<file path="src/rtl/hash_pkg.sv">
// hash_pkg: shared types and helpers for the hash result path.
//   core_idx_t   : core index wide enough for the largest supported array (16)
//   result_t     : {core, nonce} record as handed to the result transmitter
//   lead_zero_ok : checks that the top d bits of a left-aligned hash are zero
package hash_pkg;

  localparam int MAX_CORES   = 16;
  localparam int CORE_IDX_W  = 4;
  localparam int MAX_HASH_W  = 256;
  localparam int MAX_NONCE_W = 64;

  typedef logic [CORE_IDX_W-1:0] core_idx_t;

  typedef struct packed {
    core_idx_t               core;
    logic [MAX_NONCE_W-1:0]  nonce;
  } result_t;

  // hash must be left-aligned in MAX_HASH_W bits; d is already clamped by the
  // caller to the real hash width, so d == 0 always passes.
  function automatic logic lead_zero_ok(input logic [MAX_HASH_W-1:0] hash,
                                        input int unsigned d);
    logic ok;
    ok = 1'b1;
    for (int unsigned i = 0; i < MAX_HASH_W; i++) begin
      if (i < d && hash[MAX_HASH_W-1-i]) ok = 1'b0;
    end
    return ok;
  endfunction

endpackage

</file>
<file path="src/rtl/sync_fifo.sv">
// sync_fifo: single-clock first-word-fall-through FIFO.
//   clk, rst        : clock, synchronous active-high reset
//   push, push_data : write request/data (ignored when full unless popping)
//   pop             : remove head (ignored when empty)
//   pop_data        : head entry, reads 0 while empty
//   full, empty     : occupancy flags, derived from registered state only
module sync_fifo #(
  parameter int WIDTH = 8,
  parameter int DEPTH = 4
) (
  input  logic             clk,
  input  logic             rst,
  input  logic             push,
  input  logic [WIDTH-1:0] push_data,
  input  logic             pop,
  output logic [WIDTH-1:0] pop_data,
  output logic             full,
  output logic             empty
);

  localparam int AW = $clog2(DEPTH);

  // Tiny storage: read asynchronously so the head falls through without a
  // bubble; the data itself is not reset, the empty flag masks it instead.
  logic [WIDTH-1:0] mem [DEPTH];
  logic [AW-1:0]    wr_ptr_reg;
  logic [AW-1:0]    rd_ptr_reg;
  logic [AW:0]      count_reg;
  logic             push_ok;
  logic             pop_ok;

  assign full    = (count_reg == (AW+1)'(DEPTH));
  assign empty   = (count_reg == '0);
  assign pop_ok  = pop && !empty;
  // A push into a full FIFO is fine when the head leaves on the same edge.
  assign push_ok = push && (!full || pop_ok);

  assign pop_data = empty ? '0 : mem[rd_ptr_reg];

  always_ff @(posedge clk) begin
    if (push_ok) mem[wr_ptr_reg] <= push_data;
  end

  always_ff @(posedge clk) begin
    if (rst) begin
      wr_ptr_reg <= '0;
      rd_ptr_reg <= '0;
      count_reg  <= '0;
    end else begin
      if (push_ok) wr_ptr_reg <= wr_ptr_reg + 1'b1;
      if (pop_ok)  rd_ptr_reg <= rd_ptr_reg + 1'b1;
      case ({push_ok, pop_ok})
        2'b10:   count_reg <= count_reg + 1'b1;
        2'b01:   count_reg <= count_reg - 1'b1;
        default: count_reg <= count_reg;
      endcase
    end
  end

endmodule

</file>
<file path="src/rtl/hash_result_collector.sv">
// hash_result_collector: watches NUM_CORES SHA cores, latches each core's
// nonce at CAPTURE_COUNT, tests finished hashes against a runtime difficulty
// and queues winning {core, nonce} pairs for the result transmitter.
//   clk, rst           : clock, synchronous active-high reset
//   count, nonce       : per-core round counter and current nonce (slice i)
//   hash_valid/msw     : per-core final-hash strobe and top HASH_W hash bits
//   difficulty         : required leading zero bits (clamped to HASH_W)
//   res_valid/ready    : valid/ready handshake for the head result
//   res_core/res_nonce : head result contents (0 when empty)
//   overflow           : sticky, a hit was dropped; clear_overflow clears it
//   hit_count          : hits accepted into pending registers (wraps)
module hash_result_collector
  import hash_pkg::*;
#(
  parameter int NUM_CORES     = 4,
  parameter int HASH_W        = 32,
  parameter int NONCE_W       = 32,
  parameter int COUNT_W       = 6,
  parameter int CAPTURE_COUNT = 1,
  parameter int FIFO_DEPTH    = 4
) (
  input  logic                                clk,
  input  logic                                rst,
  input  logic [NUM_CORES*COUNT_W-1:0]        count,
  input  logic [NUM_CORES*NONCE_W-1:0]        nonce,
  input  logic [NUM_CORES-1:0]                hash_valid,
  input  logic [NUM_CORES*HASH_W-1:0]         hash_msw,
  input  logic [$clog2(HASH_W+1)-1:0]         difficulty,
  output logic                                res_valid,
  input  logic                                res_ready,
  output logic [((NUM_CORES > 1) ? $clog2(NUM_CORES) : 1)-1:0] res_core,
  output logic [NONCE_W-1:0]                  res_nonce,
  output logic                                overflow,
  input  logic                                clear_overflow,
  output logic [15:0]                         hit_count
);

  localparam int CORE_W = (NUM_CORES > 1) ? $clog2(NUM_CORES) : 1;
  localparam int DIFF_W = $clog2(HASH_W+1);
  localparam int RES_W  = CORE_W + NONCE_W;

  logic [NONCE_W-1:0]    nonce_stored_reg [NUM_CORES];
  logic [NONCE_W-1:0]    pnonce_reg       [NUM_CORES];
  logic [NUM_CORES-1:0]  pending_reg;
  core_idx_t             rr_ptr_reg;
  logic                  overflow_reg;
  logic [15:0]           hit_count_reg;

  logic [MAX_HASH_W-1:0] hash_ext [NUM_CORES];
  logic [DIFF_W-1:0]     diff_eff;
  logic [NUM_CORES-1:0]  pass;
  logic [NUM_CORES-1:0]  accept;
  logic [NUM_CORES-1:0]  drop;
  logic [NUM_CORES-1:0]  granted;
  logic [MAX_CORES-1:0]  pend_pad;

  logic                  grant_valid;
  core_idx_t             grant_idx;
  logic [NONCE_W-1:0]    grant_nonce;

  logic                  fifo_full;
  logic                  fifo_empty;
  logic                  fifo_pop;
  logic [RES_W-1:0]      fifo_wdata;
  logic [RES_W-1:0]      fifo_rdata;

  assign diff_eff = (int'(difficulty) > HASH_W) ? DIFF_W'(HASH_W) : difficulty;

  // Per-core capture, hit test and pending slot.
  generate
    for (genvar gi = 0; gi < NUM_CORES; gi++) begin : g_core
      assign hash_ext[gi] = MAX_HASH_W'(hash_msw[gi*HASH_W +: HASH_W]) << (MAX_HASH_W - HASH_W);
      assign pass[gi]     = hash_valid[gi] && lead_zero_ok(hash_ext[gi], 32'(diff_eff));
      assign granted[gi]  = grant_valid && (grant_idx == core_idx_t'(gi));
      // A slot being granted this edge is free again, so it can take a new hit.
      assign accept[gi]   = pass[gi] && (!pending_reg[gi] || granted[gi]);
      assign drop[gi]     = pass[gi] && pending_reg[gi] && !granted[gi];

      always_ff @(posedge clk) begin
        if (rst) begin
          nonce_stored_reg[gi] <= '0;
        end else if (count[gi*COUNT_W +: COUNT_W] == COUNT_W'(CAPTURE_COUNT)) begin
          nonce_stored_reg[gi] <= nonce[gi*NONCE_W +: NONCE_W];
        end
      end

      always_ff @(posedge clk) begin
        if (rst) begin
          pending_reg[gi] <= 1'b0;
          pnonce_reg[gi]  <= '0;
        end else if (accept[gi]) begin
          pending_reg[gi] <= 1'b1;
          pnonce_reg[gi]  <= nonce_stored_reg[gi];
        end else if (granted[gi]) begin
          pending_reg[gi] <= 1'b0;
        end
      end
    end
  endgenerate

  assign pend_pad = MAX_CORES'(pending_reg);

  // Round-robin arbiter: first pending core at or after rr_ptr, one grant per
  // cycle, only if the FIFO has room now or frees a slot on this edge.
  always_comb begin
    int        s;
    core_idx_t idx;
    grant_valid = 1'b0;
    grant_idx   = '0;
    s           = 0;
    idx         = '0;
    if (!fifo_full || fifo_pop) begin
      for (int k = 0; k < NUM_CORES; k++) begin
        s = int'(rr_ptr_reg) + k;
        if (s >= NUM_CORES) s = s - NUM_CORES;
        idx = core_idx_t'(s);
        if (!grant_valid && pend_pad[idx]) begin
          grant_valid = 1'b1;
          grant_idx   = idx;
        end
      end
    end
  end

  always_comb begin
    grant_nonce = '0;
    for (int k = 0; k < NUM_CORES; k++) begin
      if (granted[k]) grant_nonce = pnonce_reg[k];
    end
  end

  assign fifo_wdata = {grant_idx[CORE_W-1:0], grant_nonce};
  assign fifo_pop   = !fifo_empty && res_ready;

  always_ff @(posedge clk) begin
    if (rst) begin
      rr_ptr_reg    <= '0;
      overflow_reg  <= 1'b0;
      hit_count_reg <= '0;
    end else begin
      if (grant_valid) begin
        if (grant_idx == core_idx_t'(NUM_CORES-1)) rr_ptr_reg <= '0;
        else                                       rr_ptr_reg <= grant_idx + 1'b1;
      end
      // A drop in the same cycle as a clear must stay visible.
      if (|drop)               overflow_reg <= 1'b1;
      else if (clear_overflow) overflow_reg <= 1'b0;
      hit_count_reg <= hit_count_reg + 16'($countones(accept));
    end
  end

  sync_fifo #(
    .WIDTH (RES_W),
    .DEPTH (FIFO_DEPTH)
  ) u_fifo (
    .clk       (clk),
    .rst       (rst),
    .push      (grant_valid),
    .push_data (fifo_wdata),
    .pop       (fifo_pop),
    .pop_data  (fifo_rdata),
    .full      (fifo_full),
    .empty     (fifo_empty)
  );

  assign res_valid = !fifo_empty;
  assign res_core  = fifo_rdata[RES_W-1 -: CORE_W];
  assign res_nonce = fifo_rdata[NONCE_W-1:0];
  assign overflow  = overflow_reg;
  assign hit_count = hit_count_reg;

endmodule

</file>
<file path="config.mk">
export PLATFORM = sky130hd
export DESIGN_NAME = hash_result_collector
export DESIGN_NICKNAME = d
export VERILOG_FILES = /design/src/rtl/hash_pkg.sv /design/src/rtl/sync_fifo.sv /design/src/rtl/hash_result_collector.sv
export SDC_FILE = /design/constraint.sdc
export NUM_CORES = 1
export LEC_CHECK = 0
export CORE_MARGIN = 5
export CORE_UTILIZATION = 40
export DETAILED_ROUTE_END_ITERATION = 8
export MAX_ROUTING_LAYER = met4
export PLACE_DENSITY = 0.7
export SLEW_MARGIN = 15
export SYNTH_ARGS = -nofsm -noshare
export SYNTH_HDL_FRONTEND = slang
export SYNTH_SLANG_ARGS = --single-unit
</file>
<file path="constraint.sdc">
create_clock -name clk -period 8.6 [get_ports clk]
set_clock_uncertainty 0.1 [all_clocks]
set_input_delay 0.86 -clock clk [delete_from_list [all_inputs] [get_ports clk]]
set_output_delay 0.86 -clock clk [all_outputs]
set_load 0.005 [all_outputs]
</file>
Word-level counts from Yosys, hierarchy flattened
Memory sizes are Yosys's and may differ from the RTL's. A register that Yosys moved wholly into a read port is not among the register bits.
Cells that the tools add are included.
Widths: inputs -> output; s select.
{"block": "word_totals", "regBits": 32, "latch_bits": 0, "mem_bits_rw": 392, "mem_bits_ro": 0, "inputBits": 294, "output_inout_bits": 52, "elab_cells": 483, "n_memories": 3}
{"block": "classes", "addsub": 16, "n_mul": 0, "div_mod_pow": 0, "order_cmp": 41, "eq_ne": 10, "n_shift": 0, "mux": 213, "n_bitwise": 8, "n_reduce_logical": 182}
{"name": "u_fifo.mem", "words": 4, "width": 34, "rd": 1, "rd_clocked_by_memory_dff": 1, "write_ports": 1, "line_no": "sync_fifo.sv:25", "rtl": "logic [WIDTH-1:0] mem [DEPTH];"}
{"name": "nonce_stored_reg", "words": 4, "width": 32, "rd": 4, "rd_clocked_by_memory_dff": 0, "write_ports": 4, "line_no": "hash_result_collector.sv:42", "rtl": "logic [NONCE_W-1:0] nonce_stored_reg [NUM_CORES];"}
{"name": "pnonce_reg", "words": 4, "width": 32, "rd": 4, "rd_clocked_by_memory_dff": 0, "write_ports": 4, "line_no": "hash_result_collector.sv:43", "rtl": "logic [NONCE_W-1:0] pnonce_reg [NUM_CORES];"}
{"operator": "$mux 32", "n": 12}
{"operator": "$mux 1", "n": 178}
{"operator": "$logic_and 1x1->1", "n": 154}
{"operator": "$lt 5x6->1 const A", "n": 16}
{"operator": "$mux 4", "n": 14}
{"operator": "$lt 4x6->1 const A", "n": 8}
{"operator": "$mux 34", "n": 1}
{"operator": "$eq 6x1->1 const B", "n": 4}
{"operator": "$lt 3x6->1 const A", "n": 4}
{"operator": "$lt 4x5->1 const B", "n": 4}
{"operator": "$add 16x3->16", "n": 1}
{"operator": "$bmux 1 s4", "n": 4}
{"operator": "$sub 4x3->4 const B", "n": 4}
{"operator": "$ge 5x3->1 const B", "n": 3}
{"operator": "$logic_not 1->1", "n": 13}
{"operator": "$lt 1x6->1 const A", "n": 2}
{"operator": "$lt 2x6->1 const A", "n": 2}
{"operator": "$reduce_bool 2->1", "n": 6}
{"operator": "$add 4x2->5 const B", "n": 2}
{"operator": "$eq 4x2->1 const B", "n": 2}
{"operator": "$or 1x1->1", "n": 8}
{"operator": "$gt 6x6->1 const B", "n": 1}
{"operator": "$logic_or 1x1->1", "n": 6}
{"operator": "$mux 6", "n": 1}
{"operator": "other kinds (17)", "n": 20}

Logic depth before layout (Yosys ltp)
{"block": "depth", "depth_word": 42, "ltp_mapped": 26, "ltp_nobuf": 24}

Cells and area by module
A second synthesis with hierarchy kept.
{"block": "unflattened", "cells_unflattened": 1456, "hier_area_um2": 19324.8}
{"mod": "hash_result_collector", "n_inst": 1, "cells_each": 1186, "area_per_inst_um2": 13701.9, "seq_area_each_um2": 8187.9}
{"mod": "sync_fifo", "n_inst": 1, "cells_each": 270, "area_per_inst_um2": 5622.9, "seq_area_each_um2": 4264.1}

Least setup slack after synthesis
OpenSTA, ideal clock, no wires.
{"block": "synth_path", "path_type": "flip-flop to flip-flop", "start": "register rr_ptr_reg[0]", "end": "register hit_count_reg[7] (netlist: hit_count[7])", "setup_ns": 0.128, "arrival_time_ns": 5.243, "required_time_ns": 8.372, "path_slack_ns": 3.129, "stages_incl_launch_ff": 25, "path_buffers": 2, "synth_period_minus_slack_ns": 5.471, "cell_sequence": "dfxtp_1 > buf_2 > inv_1 > ha_1 > xor2_1 > inv_1 > ha_1 > a2bb2oi_1 > o2bb2ai_1 > o211ai_1 > a31oi_1 > clkinv_1 > nor2_1 > ha_1 > clkbuf_1 > a21boi_1 > nor2_1 > ha_1 > fa_1 > ha_1 > fa_1 > and3_1 > nand3_1 > xor2_1 > nor2_1"}
{"block": "synth_between", "elab_chain_cells": 26, "elab_cells_between_ends": 66, "cone_classes": "add/sub (11); order compare (4); eq/ne (3); mux (29); reduce/logical (19)"}
{"item": "start: declaration", "line_no": "hash_result_collector.sv:45", "rtl": "core_idx_t rr_ptr_reg;"}
{"item": "start signal: assignment", "line_no": "hash_result_collector.sv:143", "rtl": "else rr_ptr_reg <= grant_idx + 1'b1;"}
{"item": "branches (longest 17 deep; another with $add 4x1->5)"}
{"item": "$mux 4 *", "line_no": "hash_result_collector.sv:117", "rtl": "if (!grant_valid && pend_pad[idx]) begin"}
{"item": "$mux 4 *", "line_no": "hash_result_collector.sv:112", "rtl": "if (!fifo_full || fifo_pop) begin"}
{"item": "named net grant_idx[0]", "line_no": "hash_result_collector.sv:58", "rtl": "core_idx_t grant_idx;"}
{"item": "$eq 4x1->1 *", "line_no": "hash_result_collector.sv:74", "rtl": "assign granted[gi] = grant_valid && (grant_idx == core_idx_t'(gi));"}
{"item": "$logic_and 1x1->1 *", "line_no": "hash_result_collector.sv:74"}
{"item": "$logic_or 1x1->1 *", "line_no": "hash_result_collector.sv:76", "rtl": "assign accept[gi] = pass[gi] && (!pending_reg[gi] || granted[gi]);"}
{"item": "$logic_and 1x1->1 *", "line_no": "hash_result_collector.sv:76"}
{"item": "named net accept[1]", "line_no": "hash_result_collector.sv:52", "rtl": "logic [NUM_CORES-1:0] accept;"}
{"item": "$add 1x1->2 (not written as such) *", "line_no": "hash_result_collector.sv:148", "rtl": "hit_count_reg <= hit_count_reg + 16'($countones(accept));"}
{"item": "$add 2x2->3 (not written as such) *", "line_no": "hash_result_collector.sv:148"}
{"item": "$add 16x3->16 *", "line_no": "hash_result_collector.sv:148"}
{"item": "end signal: assignment", "line_no": "hash_result_collector.sv:148"}
{"item": "end: declaration", "line_no": "hash_result_collector.sv:47", "rtl": "logic [15:0] hit_count_reg;"}
Mark *: on every way through the listed nets, which the timed path passes. The select of a mux whose other input is x is not followed.
A chain may end at the register's enable or synchronous reset.

Final worst setup path
{"block": "layout_path", "start": "register rr_ptr_reg[0]", "end": "register hit_count_reg[15] (netlist: hit_count[15])"}
{"block": "layout_between", "elab_chain_cells": 26, "elab_cells_between_ends": 66, "cone_classes": "add/sub (11); order compare (4); eq/ne (3); mux (29); reduce/logical (19)"}
{"item": "branches (longest 17 deep; another with $add 4x1->5)"}
{"item": "$mux 4 *", "line_no": "hash_result_collector.sv:117"}
{"item": "$mux 4 *", "line_no": "hash_result_collector.sv:112"}
{"item": "named net grant_idx[0]", "line_no": "hash_result_collector.sv:58"}
{"item": "$eq 4x2->1 *", "line_no": "hash_result_collector.sv:74"}
{"item": "$logic_and 1x1->1 *", "line_no": "hash_result_collector.sv:74"}
{"item": "$logic_or 1x1->1 *", "line_no": "hash_result_collector.sv:76"}
{"item": "$logic_and 1x1->1 *", "line_no": "hash_result_collector.sv:76"}
{"item": "named net accept[2]", "line_no": "hash_result_collector.sv:52"}
{"item": "$add 1x1->2 (not written as such) *", "line_no": "hash_result_collector.sv:148"}
{"item": "$add 2x2->3 (not written as such) *", "line_no": "hash_result_collector.sv:148"}
{"item": "$add 16x3->16 *", "line_no": "hash_result_collector.sv:148"}
Marked as above.

==> flow_summary.toml <==
[logic_synthesis]
synth_flop_cell = "edfxtp_1"
yosysWarnings = 0
syn_avg_cell_area_um2 = 13.0
syn_nets = 1809
synth-seq-cells = 426
yosys.area_share.simple_pct = 16.6
syn_inst = 1486
synthDistinctLibCells = 73
netlist_area_mm2 = 0.0193
synth_top_family_by_area = "simple AND/OR/NAND/NOR gates"
ys_seq_area_share_pct = 64.6
yosys.area_share.xor_xnor_pct = 0.863
synthAdderAreaFrac_pct = 2.19
synth_compound_area_share_pct = 8.63
async_reset_ff_share_pct = 0
synthMuxAreaShare_pct = 4.46
synth_edf_count = 392

[clocking]
cts_max_level = 2
clkTransAtPathRegs_ns = 0.07
cts-resized-gates = 0
cts_made_buffers = 42
cts_root_buffer = "clkbuf_16"
cts_buffer_depth = 3
clock-sinks = 426
cts-hold-fix-buffers = 0
postCtsSetupRepairBufs = 0
cts_tree = "built"
clock_latency_ns = 0.56

[global_route]
grt_pass1_vias = 12929
grt_first_pass_wirelength_um = 78300
grt-busiest-layer = "met2"
antenna_found_initial = 5
grt_usage_pct = 19.8
gr-usage-met1_pct = 27.4
grt_max_degree = 67
grtUsageMet2_pct = 30.9
use_met3_pct = 3.17
grt-ovfl-total = 0

[route]
drt_pass1_iterations = 5
drc = 0
vias_per_cell = 5.16
vias = 12684
routed_wl_um = 52100
ant_nets = 0
wl_per_cell_um = 21.2
drt_first_iter_violations = 835

[placed_design]
gp_congestion = 0.859
dp.cells = 2377
dp_hpwl_um = 38000
port_buffers = 345

[worst_setup_path]
ff2ff_setup_slack_ns = 2.36
required_ns = 8.92
r2r-start = "rr_ptr_reg[0]"
r2r-end = "hit_count[15]"
path_class = "reg -> reg"
cp-end-kind = "register"
cp-start-kind = "register"
rr_worst_depth = 24
critPathArrivalTime_ns = 6.56
cp_max_fo = 66

[power]
p_int_mw = 3.91
sequentialPowerShare_pct = 46.6
pwr-share-clk_pct = 37.9
fin_total_pwr_mw = 5.09
power_density_mw_per_mm2 = 205
p_leak_nw = 8.70
switchingPower_mw = 1.18
swShare_pct = 23.2
vdd_drop_max_v = 0.000117
comb_power_share_pct = 15.5

[sta]
worstMarginPinSlew_ns = 1.12
final_max_slew_viol_count = 0
fmax_mhz = 160
rsz0062_at_grt = "false"
tns_ns = 0
setup_viol = 0
fin_crit_ns = 6.24
hold_violations = 0
final.period_utilization_pct = 72.6
maxSlewHeadroom_pct = 25.6

[outcome]
outcome = "finished, final reports clean"

[cells_and_area]
syn_to_final_growth_pct = 28.5
mostFrequentLayoutCell = "edfxtp_1"
final_nets = 2129
fin_cells = 2457
drive_gt1_share_pct = 8.06
largest_register_ffs = 136
most-common-layout-cells = "392 x edfxtp_1, 344 x clkdlybuf4s50_1, 296 x and2_1"

[floorplan]
top_level_ports = 346
die_x_um = 230
start_util_pct = 40.4
die_area_mm2 = 0.0527
die_h_um = 230
coreArea_mm2 = 0.0477
fp-row-count = 80

[worst_hold_path]
min_to = "hit_count[14]"
hp-start = "hit_count[14]"
min_path_cells = 2
hp-class = "reg -> reg"

[flow_run]
cap_violations = 0
-- cell usage after synthesis, drive strengths merged (5+ instances only) --
library cell / instances / area share [%]
nand2: 24 / 0.47
a21oi: 96 / 2.5
mux2i: 5 / 0.26
o21a: 8 / 0.31
a22oi: 34 / 1.3
nand4: 18 / 0.58
and2: 296 / 9.6
xor2: 7 / 0.32
and3: 6 / 0.19
a21o: 6 / 0.23
dfxtp: 34 / 3.5
o22ai: 10 / 0.32
clkbuf: 65 / 1.3
or2: 8 / 0.26
edfxtp: 392 / 61
or3: 8 / 0.26
nor3: 12 / 0.45
buf: 30 / 0.88
nand3: 24 / 0.62
inv: 26 / 0.51
nor2: 142 / 2.8
a22o: 5 / 0.23
o21ai: 66 / 1.7
nor2b: 5 / 0.16
mux4: 36 / 4.2
ha: 25 / 1.6
a21boi: 7 / 0.27
nand2b: 7 / 0.23
xnor2: 12 / 0.55
nor4: 11 / 0.36
-- metal layers --
| layer | wire [um] | vias to the layer above |
|---|---|---|
| li1 | - | 6081 |
| met1 | 23800 | 6172 |
| met2 | 24900 | 367 |
| met3 | 2290 | 64 |
| met4 | 1130 | 0 |
| met5 | 0 | - |
-- worst max path at each step --
| stage | start | end | depth (start not counted) |
|---|---|---|---|
| 2_1_floorplan | rr_ptr_reg[0] | hit_count[7] | 24 |
| 3_3_place_gp | difficulty[5] | hit_count[15] | 17 |
| 3_5_place_dp | rr_ptr_reg[0] | hit_count[15] | 25 |
| 4_1_cts | rr_ptr_reg[0] | hit_count[15] | 25 |
| 5_1_grt | rr_ptr_reg[0] | hit_count[15] | 25 |
| 6_report | rr_ptr_reg[0] | hit_count[15] | 24 |
-- through the flow --
stage / hold slack, ns / setup WS [ns] / instance area [um^2] / util (%)
2_1_floorplan: 0.361 / 3.13 / 19300 / -
3_3_place_gp: 0.372 / 2.50 / 23300 / 48.8
3_5_place_dp: 0.402 / 2.36 / 23300 / 48.8
4_1_cts: 0.410 / 2.33 / 24800 / 51.9
5_1_grt: 0.426 / 1.88 / 24800 / 51.9
6_report: 0.412 / 2.36 / 24800 / 51.9
-- critical path, stage by stage (launching register included) --
cell	delay, ns
dfxtp_1	0.65
inv_1	0.26
ha_1	0.30
xor2_1	0.24
inv_1	0.08
ha_1	0.31
o2bb2ai_1	0.15
o211ai_1	0.15
a31oi_1	0.25
clkinv_1	0.11
nor2_1	0.43
inv_1	0.14
ha_2	0.21
buf_4	0.30
a21oi_1	0.29
nor2_1	0.10
ha_1	0.23
fa_1	0.49
ha_1	0.21
fa_1	0.26
nand2_1	0.12
nor4_1	0.35
nand3_1	0.16
xor2_1	0.15
nor2_1	0.05
-- power groups by stage --
stage	clock, mW	sequential [mW]	combinational, mW
final	1.93	2.37	0.787
after global routing	2.06	2.38	0.865
after CTS	1.97	2.37	0.802
after detailed placement	0	2.42	0.799
after global placement	0	2.41	0.790
after floorplan	0	2.40	0.402
-- cell type report --
type,count,area (um^2)
Fill cell,4014,23000
Clock inverter,25,352
Clock buffer,50,1100
Antenna cell,5,12.5
Tap cell,615,769
Inverter,27,101
Timing Repair Buffer,371,3640
Sequential cell,426,12500
Multi-Input combinational cell,938,6340
-- logic make-up (layout without fill, tap and decap cells) --
family,after synthesis,count (layout)
DFF,426,426
and+or+nand+nor,576,576
xor gates and xnor gates,19,19
buffers and inverters,122,473
adders and majority gates,32,32
AOI/OAI and AO/OA,270,270
muxes,41,41
other,0,5
(Power assumes the default switching activity.)
